## config.mk

```make
export PLATFORM = sky130hd
export DESIGN_NAME = calc1_engine
export DESIGN_NICKNAME = d
export VERILOG_FILES = /design/src/rtl/calc1_pkg.sv /design/src/rtl/calc1_port.sv /design/src/rtl/calc1_engine.sv
export SDC_FILE = /design/constraint.sdc
export NUM_CORES = 1
export LEC_CHECK = 0
export ABC_AREA = 1
export CAP_MARGIN = 0
export CELL_PAD_IN_SITES_DETAIL_PLACEMENT = 1
export CELL_PAD_IN_SITES_GLOBAL_PLACEMENT = 2
export CORE_MARGIN = 1.5
export CORE_UTILIZATION = 35
export DETAILED_ROUTE_END_ITERATION = 6
export GPL_TIMING_DRIVEN = 0
export HOLD_SLACK_MARGIN = 0.12
export PLACE_DENSITY_LB_ADDON = 0.1
export SYNTH_ARGS = -nofsm -noshare
export SYNTH_HDL_FRONTEND = slang
export SYNTH_SLANG_ARGS = --single-unit
```

## constraint.sdc

```tcl
create_clock -name c_clk -period 5.6 [get_ports c_clk]
set_input_delay 0.84 -clock c_clk [delete_from_list [all_inputs] [get_ports c_clk]]
set_output_delay 0.84 -clock c_clk [all_outputs]
set_load 0.02 [all_outputs]
```

## src/rtl/calc1_pkg.sv

```systemverilog
// Shared opcode/response encodings, sizing constants and the per-port FSM state type.
// Buses are big-endian ([0:N-1], bit 0 = MSB); values read as ordinary unsigned numbers.
package calc1_pkg;

  localparam int NUM_PORTS = 4;
  localparam int DATA_W    = 32;
  localparam int LATENCY   = 2;

  localparam logic [0:3] CMD_NOP = 4'd0;
  localparam logic [0:3] CMD_ADD = 4'd1;
  localparam logic [0:3] CMD_SUB = 4'd2;
  localparam logic [0:3] CMD_SHL = 4'd5;
  localparam logic [0:3] CMD_SHR = 4'd6;

  localparam logic [0:1] RESP_NONE = 2'd0;
  localparam logic [0:1] RESP_OK   = 2'd1;
  localparam logic [0:1] RESP_ERR  = 2'd2;

  typedef enum logic [1:0] {
    IDLE = 2'd0,
    OP2  = 2'd1,
    EXEC = 2'd2,
    RESP = 2'd3
  } state_t;

endpackage

```

## src/rtl/calc1_port.sv

```systemverilog
// One requester port: two-cycle command capture, ALU evaluation and a one-cycle registered response.
// Shifts exist only when CALC1_SHIFT_EN is defined; otherwise opcodes 5/6 fall through as invalid.
module calc1_port
  import calc1_pkg::*;
(
  input  logic              clk,
  input  logic              reset,
  input  logic [0:3]        cmd,
  input  logic [0:DATA_W-1] data,
  output logic [0:1]        resp,
  output logic [0:DATA_W-1] result
);

  state_t            state;
  logic [0:3]        op;
  logic [0:DATA_W-1] opa;
  logic [0:DATA_W-1] opb;
  logic [0:1]        code_q;
  logic [0:DATA_W-1] val_q;

  logic [0:1]        alu_code;
  logic [0:DATA_W-1] alu_val;
  logic [0:DATA_W]   sum;

  // sum[0] is the carry-out because bit 0 is the MSB.
  always_comb begin
    sum      = {1'b0, opa} + {1'b0, opb};
    alu_code = RESP_ERR;
    alu_val  = '0;
    case (op)
      CMD_ADD: begin
        if (!sum[0]) begin
          alu_code = RESP_OK;
          alu_val  = sum[1:DATA_W];
        end
      end
      CMD_SUB: begin
        if (opb <= opa) begin
          alu_code = RESP_OK;
          alu_val  = opa - opb;
        end
      end
`ifdef CALC1_SHIFT_EN
      CMD_SHL: begin
        alu_code = RESP_OK;
        alu_val  = opa << opb[27:31];
      end
      CMD_SHR: begin
        alu_code = RESP_OK;
        alu_val  = opa >> opb[27:31];
      end
`endif
      default: begin
        alu_code = RESP_ERR;
        alu_val  = '0;
      end
    endcase
  end

  always_ff @(posedge clk) begin
    if (!reset) begin
      state  <= IDLE;
      op     <= CMD_NOP;
      opa    <= '0;
      opb    <= '0;
      code_q <= RESP_NONE;
      val_q  <= '0;
      resp   <= RESP_NONE;
      result <= '0;
    end else begin
      resp   <= RESP_NONE;
      result <= '0;
      case (state)
        IDLE: begin
          if (cmd != CMD_NOP) begin
            op    <= cmd;
            opa   <= data;
            state <= OP2;
          end
        end
        OP2: begin
          opb   <= data;
          state <= EXEC;
        end
        EXEC: begin
          code_q <= alu_code;
          val_q  <= alu_val;
          state  <= RESP;
        end
        RESP: begin
          // Port is IDLE again during the response cycle, so a new command can be taken then.
          resp   <= code_q;
          result <= val_q;
          state  <= IDLE;
        end
        default: state <= IDLE;
      endcase
    end
  end

endmodule

```

## src/rtl/calc1_engine.sv

```systemverilog
// Four independent calc1 ports sharing only clock and reset.
// Build with CALC1_SHIFT_EN defined to enable the shift opcodes.
module calc1_engine
  import calc1_pkg::*;
(
  input  logic              c_clk,
  input  logic              reset,
  input  logic [0:3]        req1_cmd_in,
  input  logic [0:DATA_W-1] req1_data_in,
  input  logic [0:3]        req2_cmd_in,
  input  logic [0:DATA_W-1] req2_data_in,
  input  logic [0:3]        req3_cmd_in,
  input  logic [0:DATA_W-1] req3_data_in,
  input  logic [0:3]        req4_cmd_in,
  input  logic [0:DATA_W-1] req4_data_in,
  output logic [0:DATA_W-1] out_data1,
  output logic [0:1]        out_resp1,
  output logic [0:DATA_W-1] out_data2,
  output logic [0:1]        out_resp2,
  output logic [0:DATA_W-1] out_data3,
  output logic [0:1]        out_resp3,
  output logic [0:DATA_W-1] out_data4,
  output logic [0:1]        out_resp4
);

  calc1_port u_port1 (
    .clk(c_clk), .reset(reset), .cmd(req1_cmd_in), .data(req1_data_in),
    .resp(out_resp1), .result(out_data1)
  );

  calc1_port u_port2 (
    .clk(c_clk), .reset(reset), .cmd(req2_cmd_in), .data(req2_data_in),
    .resp(out_resp2), .result(out_data2)
  );

  calc1_port u_port3 (
    .clk(c_clk), .reset(reset), .cmd(req3_cmd_in), .data(req3_data_in),
    .resp(out_resp3), .result(out_data3)
  );

  calc1_port u_port4 (
    .clk(c_clk), .reset(reset), .cmd(req4_cmd_in), .data(req4_data_in),
    .resp(out_resp4), .result(out_data4)
  );

endmodule

```

==> impl.org <==
** Status
- The run finished with clean final reports.

** Global routing
- Global route overflow :: 0
- The initial antenna violation count was 16.
- The via count of the first global-routing pass is 41.4k.
- Wire length of the first global-routing pass :: 240 mm
- Entering global routing, the biggest net connects 15 pins.
- Tot GR Track Use :: 26.8%

** Timing
- Unrepaired setup endpoints after global routing :: false
- Summed negative setup slack over all endpoints :: 0 ps
- Worst-Margin Slew :: 1290 ps
- Worst setup slack after layout :: 2510 ps
- Final Setup Violations :: 0
- After layout, the worst path uses 55.1% of the clock period.
- Hold timing on the final database bottoms out at a slack of 407 ps.
- Measured against its own limit, the worst slew margin works out to 13.9%.
- The clock period could shrink to 3090 ps.
- The final number of hold-violating endpoints was 0.
- Pins over their slew limit :: 0
- For this run, the top clock speed supported by timing is 324 MHz.
- The clock arrives with 28.2 ps of skew.

** CTS
- The clock drives 552 sinks.
- Post-CTS repair changed the size of 0 cells.
- Level count of the clock H-tree :: 3
- The clock passes through at most 3 buffers.
- After clock tree synthesis, the clock-pin slew on the worst setup and hold paths is 60 ps.
- Clock root buffer :: sky130_fd_sc_hd__clkbuf_16
- Buffers inserted by post-CTS timing repair :: 0
- Clock tree synthesis inserted a total of 67 buffers.
- Quantity of hold-fixing buffers added after cts :: 0
- Clock Latency Late Sink :: 660 ps
- TritonCTS built the clock tree.

** Cells and area
- The count of cells in the finished layout, fillers not included, comes to 8469.
- Fraction of final layout cells sized beyond drive strength 1 :: 4.54%
- The filler cells instantiated in the layout total 15.0k.
- For this run, the share of the core covered by cells in the final layout is 41.7%.
- In the final layout, the multi-input gates occupy 0.0227 sq mm.
- Storage element area :: 0.0111 sq mm
- Final Cell Area :: 0.0464 sq mm
- Number of nets in the layout :: 7354
- Relative to the synthesized area, the layout overhead comes to 17.6%.

** Synth
- Sequential elements use 28.0% of the synthesized area.
- Multiplexer fraction of the synthesized cell area :: 0%
- The synthesized netlist devotes 12.0% of its cell area to compound gates.
- Post-synthesis instance area :: 0.0394 sq mm
- The netlist uses 47 different library cells.
- Post-synthesis xor/xnor area fraction :: 2.66%
- Post-Syn Nets :: 7005
- Simple-gate portion of the synthesized area :: 33.8%
- Each instance of the synthesized netlist takes up on average 6.00 sq um.
- Combinational family with the most area after synthesis :: simple AND/OR/NAND/NOR gates
- Count of yosys warnings during synthesis :: 0
- Of the total synthesized cell area, the portion taken by full adders, half adders and majority gates is 9.03%.
- Counting every instance in the synthesized netlist gives 6579.
- Number of register bits inferred by synthesis :: 552

** Floorplanning
- The die covers 0.115 sq mm.
- Number of top-level design ports :: 282
- Chip width :: 339 microns
- Height of the die :: 339 microns
- Once the floorplan was initialized, standard cells occupied 35.4% of the core.
- Rows :: 122
- Core area :: 0.111 sq mm

** Routing
- After detailed routing, the number of remaining DRC violations is 0.
- Across all layers, the routed design uses 40.8k vias.
- In the final routed layout, each cell accounts on average for 18.4 microns.
- For this run, the detailed router's first-pass iteration total came to 5.
- The detailed router finished its first iteration with 1990 violations.
- The detail route stage leaves a number of antenna-violating nets equal to 0.
- For this block, the routed nets add up to 156 mm of wire.
- Number of vias per cell :: 4.82

** Critical path
- In this run the register-to-register setup slack is 2510 ps.
- The worst setup path is captured at a flip-flop.
- By startpoint and endpoint, the worst setup path is classified as reg -> reg.
- Data on the critical path is required at its endpoint by 6080 ps.
- Peak fanout along the critical path :: 10
- The worst register-to-register path begins at u_port3.opb[31].
- For the worst flop-to-flop path, the logic depth is 18.
- Endpoint of the lowest-slack register-to-register path :: u_port3.val_q[6]
- In this run the worst setup path terminates at u_port3.val_q[6].
- In this run the worst setup path begins at u_port3.opb[31].
- The worst setup path is launched from a flip-flop.
- Arrival time of data at the critical path endpoint :: 3570 ps

** Pwr
- For this design the total switching power over the nets is 12.4 mW.
- Maximum VDD drop :: 0.254 mV
- Overall Power :: 23.8 mW
- The share of total power dissipated in sequential elements is 21.3%.
- Internal :: 11.4 mW
- In this run, the combinational gates consume 59.5% of the power.
- Total leakage power :: 23.0 nW
- Power density over the cells :: 513 mW/mm^2
- Clock network power share :: 19.1%
- Net switching is 52.1% of the power.

** Placed design
- In this run, placement finished with an instance count of 8347.
- Summing all placed instances gives a cell area of 0.0441 sq mm.
- Input/output buffers :: 280
- Before CTS, the worst setup slack after placement is 1820 ps.
- Routability congestion estimate from global placement :: 0.901
- The HPWL after detailed placement is 131 mm.

** Hold path
- The path class of the tightest hold or removal check is reg -> reg.

** Run
- Max-cap violations in this run came to 0.
[worst max-delay path, cell delays in order, from the launching register on]
cell and delay, ps:
sky130_fd_sc_hd__dfxtp_1 460, sky130_fd_sc_hd__ha_1 250, sky130_fd_sc_hd__inv_1 70, sky130_fd_sc_hd__fa_1 410, sky130_fd_sc_hd__inv_1 100, sky130_fd_sc_hd__nand2_1 60
sky130_fd_sc_hd__nand3_1 140, sky130_fd_sc_hd__nand2_1 70, sky130_fd_sc_hd__nand2_1 130, sky130_fd_sc_hd__nand2_1 70, sky130_fd_sc_hd__nand2_1 200, sky130_fd_sc_hd__nand2_1 80
sky130_fd_sc_hd__nand2_1 210, sky130_fd_sc_hd__inv_2 90, sky130_fd_sc_hd__buf_6 170, sky130_fd_sc_hd__nand3_1 90, sky130_fd_sc_hd__nand2_1 160, sky130_fd_sc_hd__nand2_1 110
sky130_fd_sc_hd__a21oi_1 60
[synthesized netlist by cell type (all sizes together)]
cell	n	area (sq um)
a21o	5	37.5
a21oi	455	2370
a31oi	1	6.26
and2	27	169
and3	1	6.26
buf	100	663
clkbuf	120	531
clkinv	6	23.8
dfxtp	552	11100
fa	8	160
ha	272	3400
inv	1191	4480
nand2	2061	7840
nand2b	4	25.0
nand3	268	1360
nand3b	14	105
nand4	64	400
nor2	790	3040
nor3	58	290
nor4	9	56.3
o211ai	4	30.0
o21a	6	45.0
o21ai	414	2080
o21bai	18	135
o221a	4	45.0
or2	3	18.8
or4	4	30.0
xor2	120	1050
[state kept, by name, summed over array words and instances, names as in the netlist, 4 cells and up]
| signal | count |
|---|---|
| u_port3.opb | 32 |
| u_port2.val_q | 32 |
| u_port3.result | 32 |
| u_port4.opa | 32 |
| u_port1.opa | 32 |
| u_port1.opb | 32 |
| u_port4.opb | 32 |
| u_port4.op | 4 |
| u_port3.op | 4 |
| u_port3.opa | 32 |
| u_port1.result | 32 |
| u_port1.op | 4 |
| u_port4.val_q | 32 |
| u_port4.result | 32 |
| u_port3.val_q | 32 |
| u_port1.val_q | 32 |
| u_port2.op | 4 |
| u_port2.opb | 32 |
| u_port2.result | 32 |
| u_port2.opa | 32 |
[cells in the final DEF, fill, tap and decap left out, types with 6 or more instances in the layout]
master and count:
sky130_fd_sc_hd__nand4_1 64, sky130_fd_sc_hd__and2_1 27, sky130_fd_sc_hd__inv_1 1172, sky130_fd_sc_hd__inv_2 16, sky130_fd_sc_hd__o21ai_1 54, sky130_fd_sc_hd__fa_1 8
sky130_fd_sc_hd__a21oi_2 25, sky130_fd_sc_hd__nor2_2 7, sky130_fd_sc_hd__clkbuf_1 120, sky130_fd_sc_hd__clkinvlp_4 8, sky130_fd_sc_hd__xor2_1 120, sky130_fd_sc_hd__o21bai_1 18
sky130_fd_sc_hd__nor2_1 777, sky130_fd_sc_hd__o21a_1 6, sky130_fd_sc_hd__bufinv_16 6, sky130_fd_sc_hd__nand3_1 265, sky130_fd_sc_hd__clkinv_2 10, sky130_fd_sc_hd__nand3b_1 14
sky130_fd_sc_hd__clkdlybuf4s50_1 280, sky130_fd_sc_hd__nor4_1 9, sky130_fd_sc_hd__clkbuf_16 70, sky130_fd_sc_hd__buf_2 70, sky130_fd_sc_hd__dfxtp_1 552, sky130_fd_sc_hd__a21oi_1 430
sky130_fd_sc_hd__nand2_2 28, sky130_fd_sc_hd__nor3_1 58, sky130_fd_sc_hd__nand2_1 2029, sky130_fd_sc_hd__o21ai_0 359, sky130_fd_sc_hd__clkbuf_8 15, sky130_fd_sc_hd__buf_4 8
sky130_fd_sc_hd__buf_6 19, sky130_fd_sc_hd__ha_1 272
[power by group through the flow]
stage | clock, mW | sequential [mW] | combinational [mW]
after CTS | 4.66 | 5.08 | 14.2
after global routing | 4.81 | 5.17 | 15.9
final | 4.55 | 5.08 | 14.2
after floorplan | 0 | 5.01 | 9.70
after global placement | 0 | 5.11 | 13.9
after detailed placement | 0 | 5.16 | 14.1
[cell families after synthesis]
family                   count (synthesis)
buffers and inverters                 1417
flip-flops                             552
adder cells (fa/ha/maj)                280
AND/OR/NAND/NOR                       3303
AO/OA/AOI/OAI                          907
XOR/XNOR                               120
[routing by layer]
| metal | track usage (%) | share of wire, % | up-vias | wire length, microns |
|---|---|---|---|---|
| met5 | 0 | 0.029 | - | 45 |
| met4 | 7.43 | 2.6 | 8 | 4090 |
| met3 | 2.97 | 4.3 | 173 | 6740 |
| met2 | 43.9 | 44 | 672 | 69400 |
| met1 | 36.9 | 49 | 19200 | 75800 |
| li1 | - | - | 20800 | - |
[worst min-delay path by stage]
stage / start / end / slack [ps] / cells after the start
2_1_floorplan: u_port4.code_q[0] / u_port4.resp[0] / 410 / 2
3_3_place_gp: u_port3.val_q[16] / u_port3.result[16] / 420 / 2
3_5_place_dp: u_port3.val_q[3] / u_port3.result[3] / 420 / 2
5_1_grt: u_port1.val_q[4] / u_port1.result[4] / 430 / 2
4_1_cts: u_port4.val_q[14] / u_port4.result[14] / 410 / 2
6_report: u_port1.val_q[4] / u_port1.result[4] / 410 / 2
[area by class of cell]
class / count / share of cell area, %
clock buffers: 86 / 4.06
plain buffers: 220 / 2.58
diodes: 5 / 0.0270
flip-flops and latches: 552 / 23.8
repair buffers: 280 / 6.04
clock inverters: 31 / 0.807
well taps: 1488 / 4.01
multi-input cells: 4610 / 48.9
inverters: 1197 / 9.72
(Power assumes the default switching activity.)
